File: config.mk
export PLATFORM = sky130hd
export DESIGN_NAME = linreg_result_display
export DESIGN_NICKNAME = d
export VERILOG_FILES = /design/src/rtl/linreg_pkg.sv /design/src/rtl/linreg_result_display_bcd2_iter_div.sv /design/src/rtl/linreg_result_display.sv
export SDC_FILE = /design/constraint.sdc
export NUM_CORES = 1
export LEC_CHECK = 0
export ABC_CLOCK_PERIOD_IN_PS = 3200
export CAP_MARGIN = 25
export CORE_UTILIZATION = 50
export DETAILED_ROUTE_END_ITERATION = 10
export MAX_ROUTING_LAYER = met4
export PLACE_DENSITY_LB_ADDON = 0.25
export SLEW_MARGIN = 20
export SYNTH_ARGS = -nofsm -noshare
export SYNTH_HDL_FRONTEND = slang
export SYNTH_SLANG_ARGS = --single-unit
File: constraint.sdc
create_clock -name clk -period 3.2 [get_ports clk]
set_input_delay 0.64 -clock clk [delete_from_list [all_inputs] [get_ports clk]]
set_output_delay 0.64 -clock clk [all_outputs]
set_load 0.02 [all_outputs]
File: src/rtl/linreg_pkg.sv
// Shared types and constants for the linear-regression result display.
// Holds the display FSM state type, the digit divider state type, the blank
// digit code, the displayed-value indices and the decimal digit limits.
package linreg_pkg;

  localparam int unsigned DIGIT_W  = 4;
  localparam int unsigned SEL_W    = 2;
  localparam int unsigned DIV_BASE = 10;

  typedef enum logic [1:0] {
    ST_IDLE = 2'd0,
    ST_LOAD = 2'd1,
    ST_DIV  = 2'd2,
    ST_SHOW = 2'd3
  } disp_state_t;

  typedef enum logic {
    DV_IDLE = 1'b0,
    DV_RUN  = 1'b1
  } div_state_t;

  localparam logic [DIGIT_W-1:0] BLANK_DIGIT = 4'hF;
  localparam logic [DIGIT_W-1:0] MAX_DIGIT   = 4'd9;

  localparam logic [SEL_W-1:0] SEL_B     = 2'd0;
  localparam logic [SEL_W-1:0] SEL_SLOPE = 2'd1;
  localparam logic [SEL_W-1:0] SEL_DET   = 2'd2;

endpackage

File: src/rtl/linreg_result_display_bcd2_iter_div.sv
// bcd2_iter_div: converts one signed value to sign + two BCD digits by
// repeated subtraction of ten, one compare per clock.
// Ports:
//   clk, rst      clock, asynchronous active-high reset
//   start         one-cycle request; samples value and blank
//   blank         show blank digits instead of converting the value
//   value [W]     signed value to convert
//   ready         one-cycle pulse when tens/ones/neg/ovf are final
//   tens, ones    BCD digits (BLANK_DIGIT when blanked, 9/9 on overflow)
//   neg           value was negative
//   ovf           |value| > 99
module bcd2_iter_div
  import linreg_pkg::*;
#(
  parameter int unsigned W = 14
) (
  input  logic               clk,
  input  logic               rst,
  input  logic               start,
  input  logic               blank,
  input  logic [W-1:0]       value,
  output logic               ready,
  output logic [DIGIT_W-1:0] tens,
  output logic [DIGIT_W-1:0] ones,
  output logic               neg,
  output logic               ovf
);

  // One extra bit so the magnitude of the most negative value fits.
  localparam int unsigned      REM_W = W + 1;
  localparam logic [REM_W-1:0] TEN   = REM_W'(DIV_BASE);

  div_state_t         state_q, state_d;
  logic [REM_W-1:0]   rem_q, rem_d;
  logic [DIGIT_W-1:0] tens_q, tens_d;
  logic [DIGIT_W-1:0] ones_q, ones_d;
  logic               neg_q, neg_d;
  logic               ovf_q, ovf_d;
  logic               ready_q, ready_d;

  logic [REM_W-1:0]   value_ext_c;
  logic [REM_W-1:0]   value_abs_c;

  // Sign-extended magnitude of the incoming value.
  assign value_ext_c = {value[W-1], value};
  assign value_abs_c = value[W-1] ? (~value_ext_c + REM_W'(1)) : value_ext_c;

  // Load on start, then subtract ten per cycle until below ten or tens saturates.
  always_comb begin
    state_d = state_q;
    rem_d   = rem_q;
    tens_d  = tens_q;
    ones_d  = ones_q;
    neg_d   = neg_q;
    ovf_d   = ovf_q;
    ready_d = 1'b0;
    case (state_q)
      DV_IDLE: begin
        if (start) begin
          ovf_d = 1'b0;
          if (blank) begin
            tens_d  = BLANK_DIGIT;
            ones_d  = BLANK_DIGIT;
            neg_d   = 1'b0;
            ready_d = 1'b1;
          end else begin
            neg_d   = value[W-1];
            rem_d   = value_abs_c;
            tens_d  = '0;
            ones_d  = '0;
            state_d = DV_RUN;
          end
        end
      end
      DV_RUN: begin
        if (rem_q >= TEN) begin
          if (tens_q < MAX_DIGIT) begin
            rem_d  = rem_q - TEN;
            tens_d = tens_q + DIGIT_W'(1);
          end else begin
            ovf_d   = 1'b1;
            tens_d  = MAX_DIGIT;
            ones_d  = MAX_DIGIT;
            ready_d = 1'b1;
            state_d = DV_IDLE;
          end
        end else begin
          ones_d  = rem_q[DIGIT_W-1:0];
          ready_d = 1'b1;
          state_d = DV_IDLE;
        end
      end
      default: state_d = DV_IDLE;
    endcase
  end

  always_ff @(posedge clk or posedge rst) begin
    if (rst) begin
      state_q <= DV_IDLE;
      rem_q   <= '0;
      tens_q  <= '0;
      ones_q  <= '0;
      neg_q   <= 1'b0;
      ovf_q   <= 1'b0;
      ready_q <= 1'b0;
    end else begin
      state_q <= state_d;
      rem_q   <= rem_d;
      tens_q  <= tens_d;
      ones_q  <= ones_d;
      neg_q   <= neg_d;
      ovf_q   <= ovf_d;
      ready_q <= ready_d;
    end
  end

  assign ready = ready_q;
  assign tens  = tens_q;
  assign ones  = ones_q;
  assign neg   = neg_q;
  assign ovf   = ovf_q;

endmodule

File: src/rtl/linreg_result_display.sv
// linreg_result_display: snapshots the regression result on start and steps
// through its values (b, slope[, det]) as sign + two BCD digits, advancing
// on each enter pulse.
// Build option: LINREG_DISPLAY_DET_EN adds det as a third displayed value.
// Ports:
//   clk, rst        clock, asynchronous active-high reset
//   start           one-cycle pulse, snapshots C_out_iny/det/error_det
//   C_out_iny       packed {slope, b}
//   det             signed determinant
//   error_det       singular-matrix flag
//   enter           one-cycle pulse, acknowledges the shown value
//   sel             index of shown value (0=b, 1=slope, 2=det)
//   tens, ones      BCD digits, 4'hF = blank
//   neg, ovf, err   sign, saturation, snapshot error flag
//   valid, busy     digits displayable, sequence in progress
//   done            one-cycle pulse after the last value is acknowledged
module linreg_result_display
  import linreg_pkg::*;
#(
  parameter int unsigned RESULT_WIDTH = 14
) (
  input  logic                      clk,
  input  logic                      rst,
  input  logic                      start,
  input  logic [2*RESULT_WIDTH-1:0] C_out_iny,
  input  logic [RESULT_WIDTH-1:0]   det,
  input  logic                      error_det,
  input  logic                      enter,
  output logic [SEL_W-1:0]          sel,
  output logic [DIGIT_W-1:0]        tens,
  output logic [DIGIT_W-1:0]        ones,
  output logic                      neg,
  output logic                      ovf,
  output logic                      err,
  output logic                      valid,
  output logic                      busy,
  output logic                      done
);

  localparam int unsigned RW = RESULT_WIDTH;

`ifdef LINREG_DISPLAY_DET_EN
  localparam logic [SEL_W-1:0] LAST_SEL = SEL_DET;
`else
  localparam logic [SEL_W-1:0] LAST_SEL = SEL_SLOPE;
`endif

  disp_state_t       state_q, state_d;
  logic [SEL_W-1:0]  sel_q, sel_d;
  logic [2*RW-1:0]   c_q, c_d;
  logic              err_q, err_d;
  logic              valid_q, valid_d;
  logic              busy_q, busy_d;
  logic              done_q, done_d;

  logic              div_start_c;
  logic              div_blank_c;
  logic              div_ready;
  logic [RW-1:0]     cur_value_c;

`ifdef LINREG_DISPLAY_DET_EN
  logic [RW-1:0]     det_q, det_d;
`else
  logic              unused_det_c;
  assign unused_det_c = ^det;
`endif

  // Value currently selected for display.
  always_comb begin
    cur_value_c = c_q[RW-1:0];
    case (sel_q)
      SEL_SLOPE: cur_value_c = c_q[2*RW-1:RW];
`ifdef LINREG_DISPLAY_DET_EN
      SEL_DET:   cur_value_c = det_q;
`endif
      default: ;
    endcase
  end

  // A singular matrix makes b and slope meaningless; det is still shown.
  assign div_blank_c = err_q && (sel_q != SEL_DET);

  // Sequencing FSM: snapshot, convert each value, wait for enter.
  always_comb begin
    state_d     = state_q;
    sel_d       = sel_q;
    c_d         = c_q;
    err_d       = err_q;
    valid_d     = valid_q;
    busy_d      = busy_q;
    done_d      = 1'b0;
    div_start_c = 1'b0;
`ifdef LINREG_DISPLAY_DET_EN
    det_d       = det_q;
`endif
    case (state_q)
      ST_IDLE: begin
        if (start) begin
          c_d     = C_out_iny;
          err_d   = error_det;
`ifdef LINREG_DISPLAY_DET_EN
          det_d   = det;
`endif
          sel_d   = SEL_B;
          busy_d  = 1'b1;
          state_d = ST_LOAD;
        end
      end
      ST_LOAD: begin
        div_start_c = 1'b1;
        state_d     = ST_DIV;
      end
      ST_DIV: begin
        if (div_ready) begin
          valid_d = 1'b1;
          state_d = ST_SHOW;
        end
      end
      ST_SHOW: begin
        if (enter) begin
          valid_d = 1'b0;
          if (sel_q == LAST_SEL) begin
            done_d  = 1'b1;
            busy_d  = 1'b0;
            state_d = ST_IDLE;
          end else begin
            sel_d   = sel_q + SEL_W'(1);
            state_d = ST_LOAD;
          end
        end
      end
      default: state_d = ST_IDLE;
    endcase
  end

  always_ff @(posedge clk or posedge rst) begin
    if (rst) begin
      state_q <= ST_IDLE;
      sel_q   <= '0;
      c_q     <= '0;
      err_q   <= 1'b0;
      valid_q <= 1'b0;
      busy_q  <= 1'b0;
      done_q  <= 1'b0;
`ifdef LINREG_DISPLAY_DET_EN
      det_q   <= '0;
`endif
    end else begin
      state_q <= state_d;
      sel_q   <= sel_d;
      c_q     <= c_d;
      err_q   <= err_d;
      valid_q <= valid_d;
      busy_q  <= busy_d;
      done_q  <= done_d;
`ifdef LINREG_DISPLAY_DET_EN
      det_q   <= det_d;
`endif
    end
  end

  bcd2_iter_div #(
    .W (RW)
  ) u_div (
    .clk   (clk),
    .rst   (rst),
    .start (div_start_c),
    .blank (div_blank_c),
    .value (cur_value_c),
    .ready (div_ready),
    .tens  (tens),
    .ones  (ones),
    .neg   (neg),
    .ovf   (ovf)
  );

  assign sel   = sel_q;
  assign err   = err_q;
  assign valid = valid_q;
  assign busy  = busy_q;
  assign done  = done_q;

endmodule
Yosys cells after proc, flatten, opt, wreduce, memory -nomap -nowiden. Index checks and enable logic that the tools add are counted. Widths: inputs -> output; s select.

Memory bits (writable): 0. Bits in read-only memories: 0. Memories kept: 0. Register bits: 63. Output and inout bits: 16. Latch bits: 0.

Shift operators: 0. Add/sub/neg operators: 4. Equality and inequality tests: 16. Divide/modulo/power cells: 0. Multiplexer cells: 50. Multiply operators: 0. Reduce and logical (&&, ||, !) cells: 14. Bitwise logic cells: 2. Order comparisons: 2.

Operator list (number): $mux 15 (5); $pmux 15 s2 (1); $mux 4 (6); $mux 1 (22); $ne 2x2->1 const B (10); $pmux 4 s2 (2); $add 15x1->15 const B (1); $ge 15x4->1 const B (1); $not 15->15 (1); $sub 15x4->15 const B (1); $mux 14 (1); $mux 2 (6); $reduce_and 4->1 (3); $pmux 1 s2 (5); $reduce_and 3->1 (3); $pmux 2 s4 (1); $reduce_and 2->1 (4); $add 4x1->4 const B (1); $eq 2x1->1 const B (2); $eq 2x2->1 const B (2); $lt 4x4->1 const B (1); $pmux 2 s2 (1); $reduce_bool 2->1 (2); $ne 3x3->1 const B (1); other kinds (5) (5).

Longest topological paths before layout. Gate-level depths: netlist of the first run.

Depth after elaboration: 8. Mapped depth: 12.

Hierarchy. Synthesis of the first run repeated with hierarchy kept, for this count alone.

Cells, all modules: 337. Area, all modules: 3638.5 sq um.

By module, submodules not included: bcd2_iter_div (times used 1, area each 1841.8 sq um, cells each 213, seq. area each 675.6 sq um); linreg_result_display (times used 1, area each 1796.7 sq um, cells each 124, seq. area each 900.9 sq um).

Worst setup path before layout of the first run. OpenSTA, ideal clock, no wires.

Path kind: register to register. Start point: reg sel_q[0], in the netlist sel[0]. End point: reg u_div.rem_q[8]. Library setup time: 126 ps. Period minus slack after synthesis: 3037 ps. Data required time: 3074 ps. Path slack: 163 ps. Data arrival time: 2911 ps. Stages on the path, launching flop included: 12. Cells stage by stage: dfrtp_1 > ha_1 > clkbuf_1 > buf_2 > buf_2 > mux2i_1 > ha_1 > nor4b_1 > o22ai_1 > o21ai_0 > xor2_1 > a221o_1.

Longest elaborated chain between the ends: 8.

RTL lines: start: declaration (line linreg_result_display.sv:49) `logic [SEL_W-1:0] sel_q, sel_d;`; start signal: assignment (line linreg_result_display.sv:150) `sel_q <= sel_d;`; $eq 2x1->1 (line linreg_result_display.sv:71) `case (sel_q)`; $mux 14 (line linreg_result_display.sv:71); $not 15->15 (line linreg_result_display_bcd2_iter_div.sv:46) `assign value_abs_c = value[W-1] ? (~value_ext_c + REM_W'(1)) : value_ext_c;`; $add 15x1->15 (line linreg_result_display_bcd2_iter_div.sv:46); $mux 15 (line linreg_result_display_bcd2_iter_div.sv:46); $mux 15 (line linreg_result_display_bcd2_iter_div.sv:61) `if (blank) begin`; $mux 15 (line linreg_result_display_bcd2_iter_div.sv:59) `if (start) begin`; $pmux 15 s2 (line linreg_result_display_bcd2_iter_div.sv:57) `case (state_q)`; end signal: assignment (line linreg_result_display_bcd2_iter_div.sv:108) `rem_q <= rem_d;`; end: declaration (line linreg_result_display_bcd2_iter_div.sv:34) `logic [REM_W-1:0] rem_q, rem_d;`.

Several ways; a longest one is shown, not always the timed one. The select of a mux whose other input is x is not followed. A chain may end at the register's enable or synchronous reset.

Worst setup path after layout of the first run.
Start point: reg sel_q[0], in the netlist sel[0]. End point: reg u_div.rem_q[12].

Same word-level chain as after synthesis.

==> results of run 1 <==
==> cells in the final DEF, fill, tap and decap left out, types with 3 or more instances in the layout <==
cell type | synthesis | final
a22oi_1 | 3 | 3
ha_1 | 10 | 10
nor2_1 | 20 | 20
clkdlybuf4s50_1 | 0 | 48
inv_1 | 21 | 20
nor2b_1 | 6 | 6
or3_1 | 5 | 5
o21ai_0 | 22 | 22
nor4_1 | 3 | 3
buf_4 | 0 | 7
mux2i_1 | 15 | 15
a31oi_1 | 11 | 11
or2_2 | 5 | 5
nand3_1 | 7 | 7
o22ai_1 | 4 | 4
dfrtp_1 | 63 | 63
clkbuf_8 | 0 | 11
nor3_1 | 14 | 14
a221oi_1 | 3 | 3
mux2_2 | 34 | 34
nor3b_1 | 3 | 3
xnor2_1 | 5 | 5
o221ai_1 | 3 | 3
a221o_1 | 3 | 3
xor2_1 | 5 | 5
nand2_1 | 20 | 20
a21oi_1 | 13 | 13
nand2b_1 | 5 | 5
==> state kept, by name, summed over array words and instances (netlist names), 2 cells and up <==
signal and flops:
c_q 28, u_div.rem_q 15, u_div.ones 4, sel 2, u_div.tens 4, state_q 2
==> cell type report <==
type	instances	area (um2)
clock buffers	13	158.9
clock inverters	1	5.005
fillers	568	2522
inverters	22	82.58
multi-input cells	261	1946
flip-flops and latches	63	1577
well taps	96	120.1
repair buffers	55	533.0
==> layer usage <==
metal	up-vias	wire length [um]	track usage, %
li1	1427	-	-
met1	1427	3731	31.23
met2	97	3815	36.93
met3	10	389	5.278
met4	0	95	8.048
met5	-	0	-
==> logic make-up (layout without fill, tap and decap cells) <==
logic type | Yosys count | in the layout
adder cells (fa/ha/maj) | 10 | 10
multiplexers | 51 | 51
AO/OA/AOI/OAI | 87 | 87
flip-flops | 63 | 63
AND/OR/NAND/NOR | 103 | 103
XOR/XNOR | 10 | 10
buffers and inverters | 35 | 91
==> power by group <==
group | leakage [nW] | switching, W | internal (W)
logic | 1.01 | 0.00138 | 0.00123
clock network | 0.0854 | 0.000296 | 0.000314
registers | 0.755 | 0.000378 | 0.00119
==> worst max-delay path: cells and delay by family (launching register included) <==
family | cells | cell delay (ns)
compound gates | 2 | 0.36
mux | 2 | 0.63
fa+ha+maj | 2 | 0.47
flops | 1 | 0.45
simple gates | 2 | 0.64
==> path summary, 6_finish.rpt <==
check	to	slack (ns)	depth (start not counted)
max in group asynchronous	c_q[10]$_DFFE_PP0P_	1.98	3
worst min register to register	u_div.rem_q[13]$_DFFE_PP0P_	0.51	1
worst min-delay path	u_div.rem_q[13]$_DFFE_PP0P_	0.51	1
worst max register to register	u_div.rem_q[12]$_DFFE_PP0P_	0.56	8
worst max-delay path	u_div.rem_q[12]$_DFFE_PP0P_	0.56	8
min in group asynchronous	u_div.rem_q[14]$_DFFE_PP0P_	0.56	2
==> through the flow <==
step                      power (W)  utilization, %  setup WS [ns]  hold WS, ns
after floorplan            0.003438               -         0.1630       0.4579
after global placement     0.004082           61.32         0.5997       0.4781
after detailed placement   0.004171           61.32         0.5641       0.4989
after CTS                  0.004794           63.68         0.5421       0.5144
after global routing       0.005151           63.68         0.3466       0.5343
final                      0.004792           63.68         0.5569       0.5119
==> impl_results.rst, run 1 <==
.. list-table::
   :header-rows: 1

   * - Metric
     - Value
   * - Final setup fails
     - 0
   * - Quantity of I/O buffers inserted on ports
     - 48
   * - Largest net degree at the start of global routing
     - 34
   * - Worst Tran Pin Value
     - 0.7998 ns
   * - Overall routing resource usage
     - 23.91%
   * - Time the final worst path needs with I/O delays and setup
     - 2.643 ns
   * - Worst Path Required
     - 3.46 ns
   * - Worst min path class
     - flip-flop to flip-flop
   * - Syn Std Cell Area
     - 3666 um2
   * - Worst vdd ir
     - 0.4901 mV
   * - Final count of hold timing violations
     - 0
   * - Ys Warns
     - 0
   * - Vias in the first global route
     - 2810
   * - Synth area leader
     - dfrtp_1
   * - Standard-cell row count
     - 30
   * - Pwr Density
     - 1084 nW/um2
   * - Antenna violation net count after detailed routing
     - 0
   * - Final setup skew
     - 0.01026 ns
   * - Max-cap violations
     - 0
   * - HPWL after detailed placement
     - 5980 um
   * - Arr. time, crit path
     - 2.90 ns
   * - Post-Synth XOR/XNOR Area
     - 2.389%
   * - CP startpoint kind
     - flip-flop
   * - Leading register cell type out of synthesis
     - dfrtp_1
   * - Clk pin slew, worst setup/hold paths
     - 0.07 ns
   * - Count of unresolved DRC violations after routing
     - 0
   * - Maximum fanout along the worst path
     - 7
   * - Hold buffer count at cts
     - 0
   * - Num CTS Buffers
     - 9
   * - Post-detailed-placement cell area
     - 4258 um2
   * - Cell area after layout
     - 4422 um2
   * - Root buffer cell
     - clkbuf_8
   * - Vias/cell
     - 5.795
   * - Grt total ovfl
     - 0
   * - Worst-case clock buffer depth
     - 2
   * - Final Non-Filler Cells
     - 511
   * - Number of distinct standard cells referenced by the synthesized netlist
     - 60
   * - Antenna diode instance count
     - 0
   * - Most common library cells after synthesis
     - dfrtp_1, mux2_2, o21ai_0
   * - Complex-gate fraction of the synthesized area
     - 16.48%
   * - Gp weighted congestion
     - 0.9186
   * - Cell count after synthesis
     - 359
   * - Wirelength, routed
     - 8032 um
   * - Iter 0 DRT Violations
     - 154
   * - Drt first pass iters
     - 5
   * - Total number of vias
     - 2961
   * - Syn-to-layout area delta
     - 20.61%
   * - Total instance count after detailed placement
     - 497
   * - Portion of netlist area occupied by mux cells
     - 15.36%
   * - Setup_tns
     - 0 ns
   * - Area of the die
     - 7678 um2
   * - Startpoint of the most critical setup path
     - sel[0]$_DFFE_PP0P_
   * - Crit path capture type
     - flip-flop
   * - Post-synth net total
     - 416
   * - Starting Density
     - 52.79%
   * - Post-cts repair resize count
     - 0
   * - Status
     - finished, final reports clean
   * - Cell type of the slowest stage on the worst timing path
     - dfrtp_1
   * - Biggest cell delay along the critical path
     - 0.45 ns
   * - Share of the synthesized area in the top cell type
     - 43.00%
   * - Number of max-slew violations in the final report
     - 0
   * - Cell chain of the critical path
     - ha_1 > mux2i_1 > ha_1 > nor4b_1 > o221ai_1 > nor3_1 > mux2_2 > o22ai_1
   * - Most Frequent Cell on Critical Path
     - ha_1
   * - Initial antenna violation count
     - 0
   * - Post-Syn Area per Cell
     - 10.21 um2
   * - Sequential-to-total area share from yosys stat
     - 43.00%
   * - Number of clock sinks
     - 63
   * - CTS tree
     - done
   * - Fmax
     - 378.3 MHz
   * - Cells taking the most area after synthesis
     - dfrtp_1, mux2_2, mux2i_1
   * - Share of cells above drive strength 1
     - 17.11%
   * - Worst slew slack as a fraction of its limit
     - 46.11%
   * - Hold_sp
     - u_div.rem_q[13]$_DFFE_PP0P_
   * - Dominant combinational cell family by area after synthesis
     - compound AO/OA/AOI/OAI gates
   * - Width of the chip
     - 87.63 um
   * - Share of the cycle needed by the critical path after routing
     - 82.60%
   * - Asr flop ratio synth
     - 100.0%
   * - Global-route wire length before repair
     - 13600 um
   * - Total number of nets in the final design
     - 469
   * - Boundary Pins
     - 63
   * - CP Class
     - flip-flop to flip-flop
   * - Cell with the most instances after synthesis
     - dfrtp_1
   * - Std-Cell Core Area
     - 6944 um2
   * - Overall die height
     - 87.63 um
   * - RSZ-0062 raised after global routing
     - no
   * - Simple-gate share of the synthesized area
     - 15.43%
   * - Number of synthesized register bits
     - 63
   * - Number of enable flip-flop cells after synthesis
     - 0
   * - Insertion delay to the later sink of the worst-skew pair
     - 0.34 ns
   * - Routed wirelength normalized by instance count
     - 15.72 um
   * - Adder and majority cell fraction of the synthesized area
     - 3.413%
   * - Count of H-tree levels built during CTS
     - 3
   * - Lkg Pwr
     - 1.847 nW
   * - Reg2reg start
     - sel[0]$_DFFE_PP0P_
   * - Post-CTS setup-driven buffer insertion count
     - 0
Power figures use the tool's default switching activity.
==> inputs of run 2 (changes only) <==
--- a/config.mk
+++ b/config.mk
@@ -5,9 +5,9 @@
 export SDC_FILE = /design/constraint.sdc
 export NUM_CORES = 1
 export LEC_CHECK = 0
-export ABC_CLOCK_PERIOD_IN_PS = 3200
+export ABC_CLOCK_PERIOD_IN_PS = 2200
 export CAP_MARGIN = 25
-export CORE_UTILIZATION = 50
+export CORE_UTILIZATION = 48
 export DETAILED_ROUTE_END_ITERATION = 10
 export MAX_ROUTING_LAYER = met4
 export PLACE_DENSITY_LB_ADDON = 0.25
==> constraint.sdc (replaced) <==
create_clock -name clk -period 2.2 [get_ports clk]
set_input_delay 0.44 -clock clk [delete_from_list [all_inputs] [get_ports clk]]
set_output_delay 0.44 -clock clk [all_outputs]
set_load 0.02 [all_outputs]
==> impl_results.rst, run 2 (synthesized netlist as in run 1, its figures left out) <==
.. list-table::
   :header-rows: 1

   * - Metric
     - Value
   * - Status
     - finished, violations left
   * - Violations in the final reports
     - negative setup slack
   * - Arr. time, crit path
     - 2.47 ns (-0.43 ns)
   * - Count of H-tree levels built during CTS
     - 3 (unchanged)
   * - Switching part of the total power
     - 41.23% (-1.7 points)
   * - Worst-case clock buffer depth
     - 2 (unchanged)
   * - Final setup skew
     - 0.01040 ns (+0.0001343 ns)
   * - Final Non-Filler Cells
     - 538 (+5.3%)
   * - Initial antenna violation count
     - 0 (unchanged)
   * - Number of clock sinks
     - 63 (unchanged)
   * - Largest net degree at the start of global routing
     - 64 (+88%)
   * - Iter 0 DRT Violations
     - 193 (+25%)
   * - Clk pin slew, worst setup/hold paths
     - 0.07 ns (about the same)
   * - Vias/cell
     - 5.489 (-5.3%)
   * - DR top layer
     - met4
   * - Area of the die
     - 7991 um2 (+4.1%)
   * - Lkg Pwr
     - 2.021 nW (+9.5%)
   * - Total instance count after detailed placement
     - 521 (+4.8%)
   * - Standard-cell row count
     - 31 (+3.3%)
   * - Sum of met2 wire segment lengths after detailed routing
     - 3837 um (+0.58%)
   * - Time the final worst path needs with I/O delays and setup
     - 2.253 ns (-0.3901 ns)
   * - Overall routing resource usage
     - 23.83% (-0.090 points)
   * - Part of the total power dissipated in the clock network
     - 13.7% (+1.0 points)
   * - Hold buffer count at cts
     - 0 (unchanged)
   * - HPWL after detailed placement
     - 6051 um (+1.2%)
   * - Syn-to-layout area delta
     - 30.20%
   * - Worst Path Required
     - 2.42 ns (-1.04 ns)
   * - CP Class
     - flip-flop to flip-flop
   * - Kind of cell adding the most delay to the critical path
     - compound AO/OA/AOI/OAI gates
   * - Share of the cycle needed by the critical path after routing
     - 102.4% (+20 points)
   * - Worst setup slack after placement
     - -0.1597 ns (-0.7238 ns)
   * - CP startpoint kind
     - flip-flop
   * - Max FFs per register
     - 28 (unchanged)
   * - Starting Density
     - 50.01% (-2.8 points)
   * - Cell type of the slowest stage on the worst timing path
     - dfrtp_2
   * - Width of the chip
     - 89.39 um (+2.0%)
   * - Total Power
     - 0.007656 W (+60%)
   * - Insertion delay to the later sink of the worst-skew pair
     - 0.34 ns (about the same)
   * - Most common cell after layout, fill and taps aside
     - dfrtp_1
   * - Total number of vias
     - 2953 (-0.27%)
   * - Quantity of I/O buffers inserted on ports
     - 48 (unchanged)
   * - Fmax
     - 443.9 MHz (+17%)
   * - Biggest cell delay along the critical path
     - 0.42 ns (-0.03 ns)
   * - Cell chain of the critical path
     - inv_2 > ha_4 > mux2i_2 > ha_2 > nor4bb_4 > o22ai_2 > o21ai_2 > xor2_1 > a221o_1
   * - Boundary Pins
     - 63 (unchanged)
   * - Worst slew slack as a fraction of its limit
     - 70.66% (+25 points)
   * - Std-Cell Core Area
     - 7331 um2 (+5.6%)
   * - Number of max-slew violations in the final report
     - 0 (unchanged)
   * - Num CTS Buffers
     - 9 (unchanged)
   * - Internal portion of total power
     - 0.004499 W (+65%)
   * - Crit path capture type
     - flip-flop
   * - Register containing the most flip-flops in the final layout
     - c_q
   * - Global-route wire length before repair
     - 13840 um (+1.8%)
   * - Overall die height
     - 89.39 um (+2.0%)
   * - Maximum fanout along the worst path
     - 4 (-3)
   * - Antenna violation net count after detailed routing
     - 0 (unchanged)
   * - Gp weighted congestion
     - 0.9275 (+0.97%)
   * - Share of cells above drive strength 1
     - 26.42% (+9.3 points)
   * - Total number of nets in the final design
     - 491 (+4.7%)
   * - Final count of hold timing violations
     - 0 (unchanged)
   * - Buffers & Inverters on Critical Path
     - 1 (+1)
   * - Grt total ovfl
     - 0 (unchanged)
   * - Net Switching
     - 0.003157 W (+53%)
   * - Reg power frac
     - 29.8% (-2.9 points)
   * - Root buffer cell
     - clkbuf_8
   * - Final setup fails
     - 2 (+2)
   * - Worst Tran Pin Value
     - 0.4346 ns (-0.3652 ns)
   * - Antenna diode instance count
     - 0 (unchanged)
   * - Combinational share of power
     - 56.5% (+1.9 points)
   * - Vias in the first global route
     - 2916 (+3.8%)
   * - Commonest non-fill, non-tap cells in the layout
     - dfrtp_1, clkdlybuf4s50_1, mux2_2, buf_4
   * - PnR worst setup slack
     - -0.05294 ns (-0.6099 ns)
   * - Pwr Density
     - 1604 nW/um2 (+48%)
   * - Worst min path class
     - input port to async pin
   * - CTS tree
     - done
   * - Max-cap violations
     - 0 (unchanged)
   * - Wl on met1
     - 3784 um (+1.4%)
   * - Drt first pass iters
     - 4 (-1)
   * - Worst vdd ir
     - 0.7515 mV (+53%)
   * - Wirelength, routed
     - 8036 um (about the same)
   * - Met3 wire len
     - 277 um (-29%)
   * - RSZ-0062 raised after global routing
     - yes
   * - Largest registers ranked by flip-flop count
     - c_q: 28 flops, u_div.rem_q: 15 flops
   * - Count of unresolved DRC violations after routing
     - 0 (unchanged)
   * - Routed wirelength normalized by instance count
     - 14.94 um (-5.0%)
-- run 2: path summary, 6_finish.rpt --
path / startpoint / endpoint / slack [ns] / cells after the start
setup / recovery: sel[1]$_DFFE_PP0P_ / u_div.rem_q[8]$_DFFE_PP0P_ / -0.05 / 9
hold / removal: rst / u_div.tens[3]$_DFFE_PP0P_ / 0.48 / 3
setup reg to reg: sel[1]$_DFFE_PP0P_ / u_div.rem_q[8]$_DFFE_PP0P_ / -0.05 / 9
hold reg to reg: u_div.ovf$_DFFE_PP0P_ / u_div.ovf$_DFFE_PP0P_ / 0.49 / 2
max in group asynchronous: rst / sel[1]$_DFFE_PP0P_ / 1.43 / 3
min in group clk: u_div.ovf$_DFFE_PP0P_ / u_div.ovf$_DFFE_PP0P_ / 0.49 / 2
-- run 2: what timing repair did --
item	4_1_cts	5_1_grt
pin swaps	7	2
gates resized for setup	10	7
setup endpoints to repair	4	12
hold endpoints to repair	0	0
buffers inserted	1	0
-- run 2: power by group through the flow --
stage	clock (W)	combinational, W	sequential, W
after floorplan	0	0.00281	0.00232
after global placement	0	0.00409	0.00224
after detailed placement	0	0.00421	0.00227
after CTS	0.00108	0.00430	0.00227
after global routing	0.00113	0.00477	0.00236
final	0.00105	0.00433	0.00228
-- run 2: routing by layer --
layer / vias to the layer above / global-route usage (%)
met2: 74 / 36.57
met4: 0 / 10.97
met5: - / -
li1: 1474 / -
met1: 1395 / 31.04
met3: 10 / 3.786
-- run 2: worst min-delay path, delay by kind of cell --
kind                   cells  cell delay [ns]
buffers and inverters      3             0.77
-- run 2: layout make-up --
| cell class | count | area, um2 |
|---|---|---|
| Inverter | 22 | 82.58 |
| Clock buffer | 13 | 168.9 |
| Timing Repair Buffer | 77 | 723.2 |
| Sequential cell | 63 | 1579 |
| Tap cell | 99 | 123.9 |
| Multi-Input combinational cell | 261 | 2056 |
| Fill cell | 585 | 2557 |
| Clock inverter | 3 | 40.04 |
-- run 2: through the flow --
stage                     TNS [ns]  util (%)  instance area (um2)  hold WS (ns)
after global routing       -0.8848     65.11                 4773        0.5116
after CTS                  -0.1402     64.77                 4748        0.4882
after detailed placement   -0.3225     61.27                 4492        0.4759
after floorplan             -1.364         -                 3740        0.4579
after global placement     -0.1633     61.27                 4492        0.4667
final                      -0.1058     65.11                 4773        0.4835
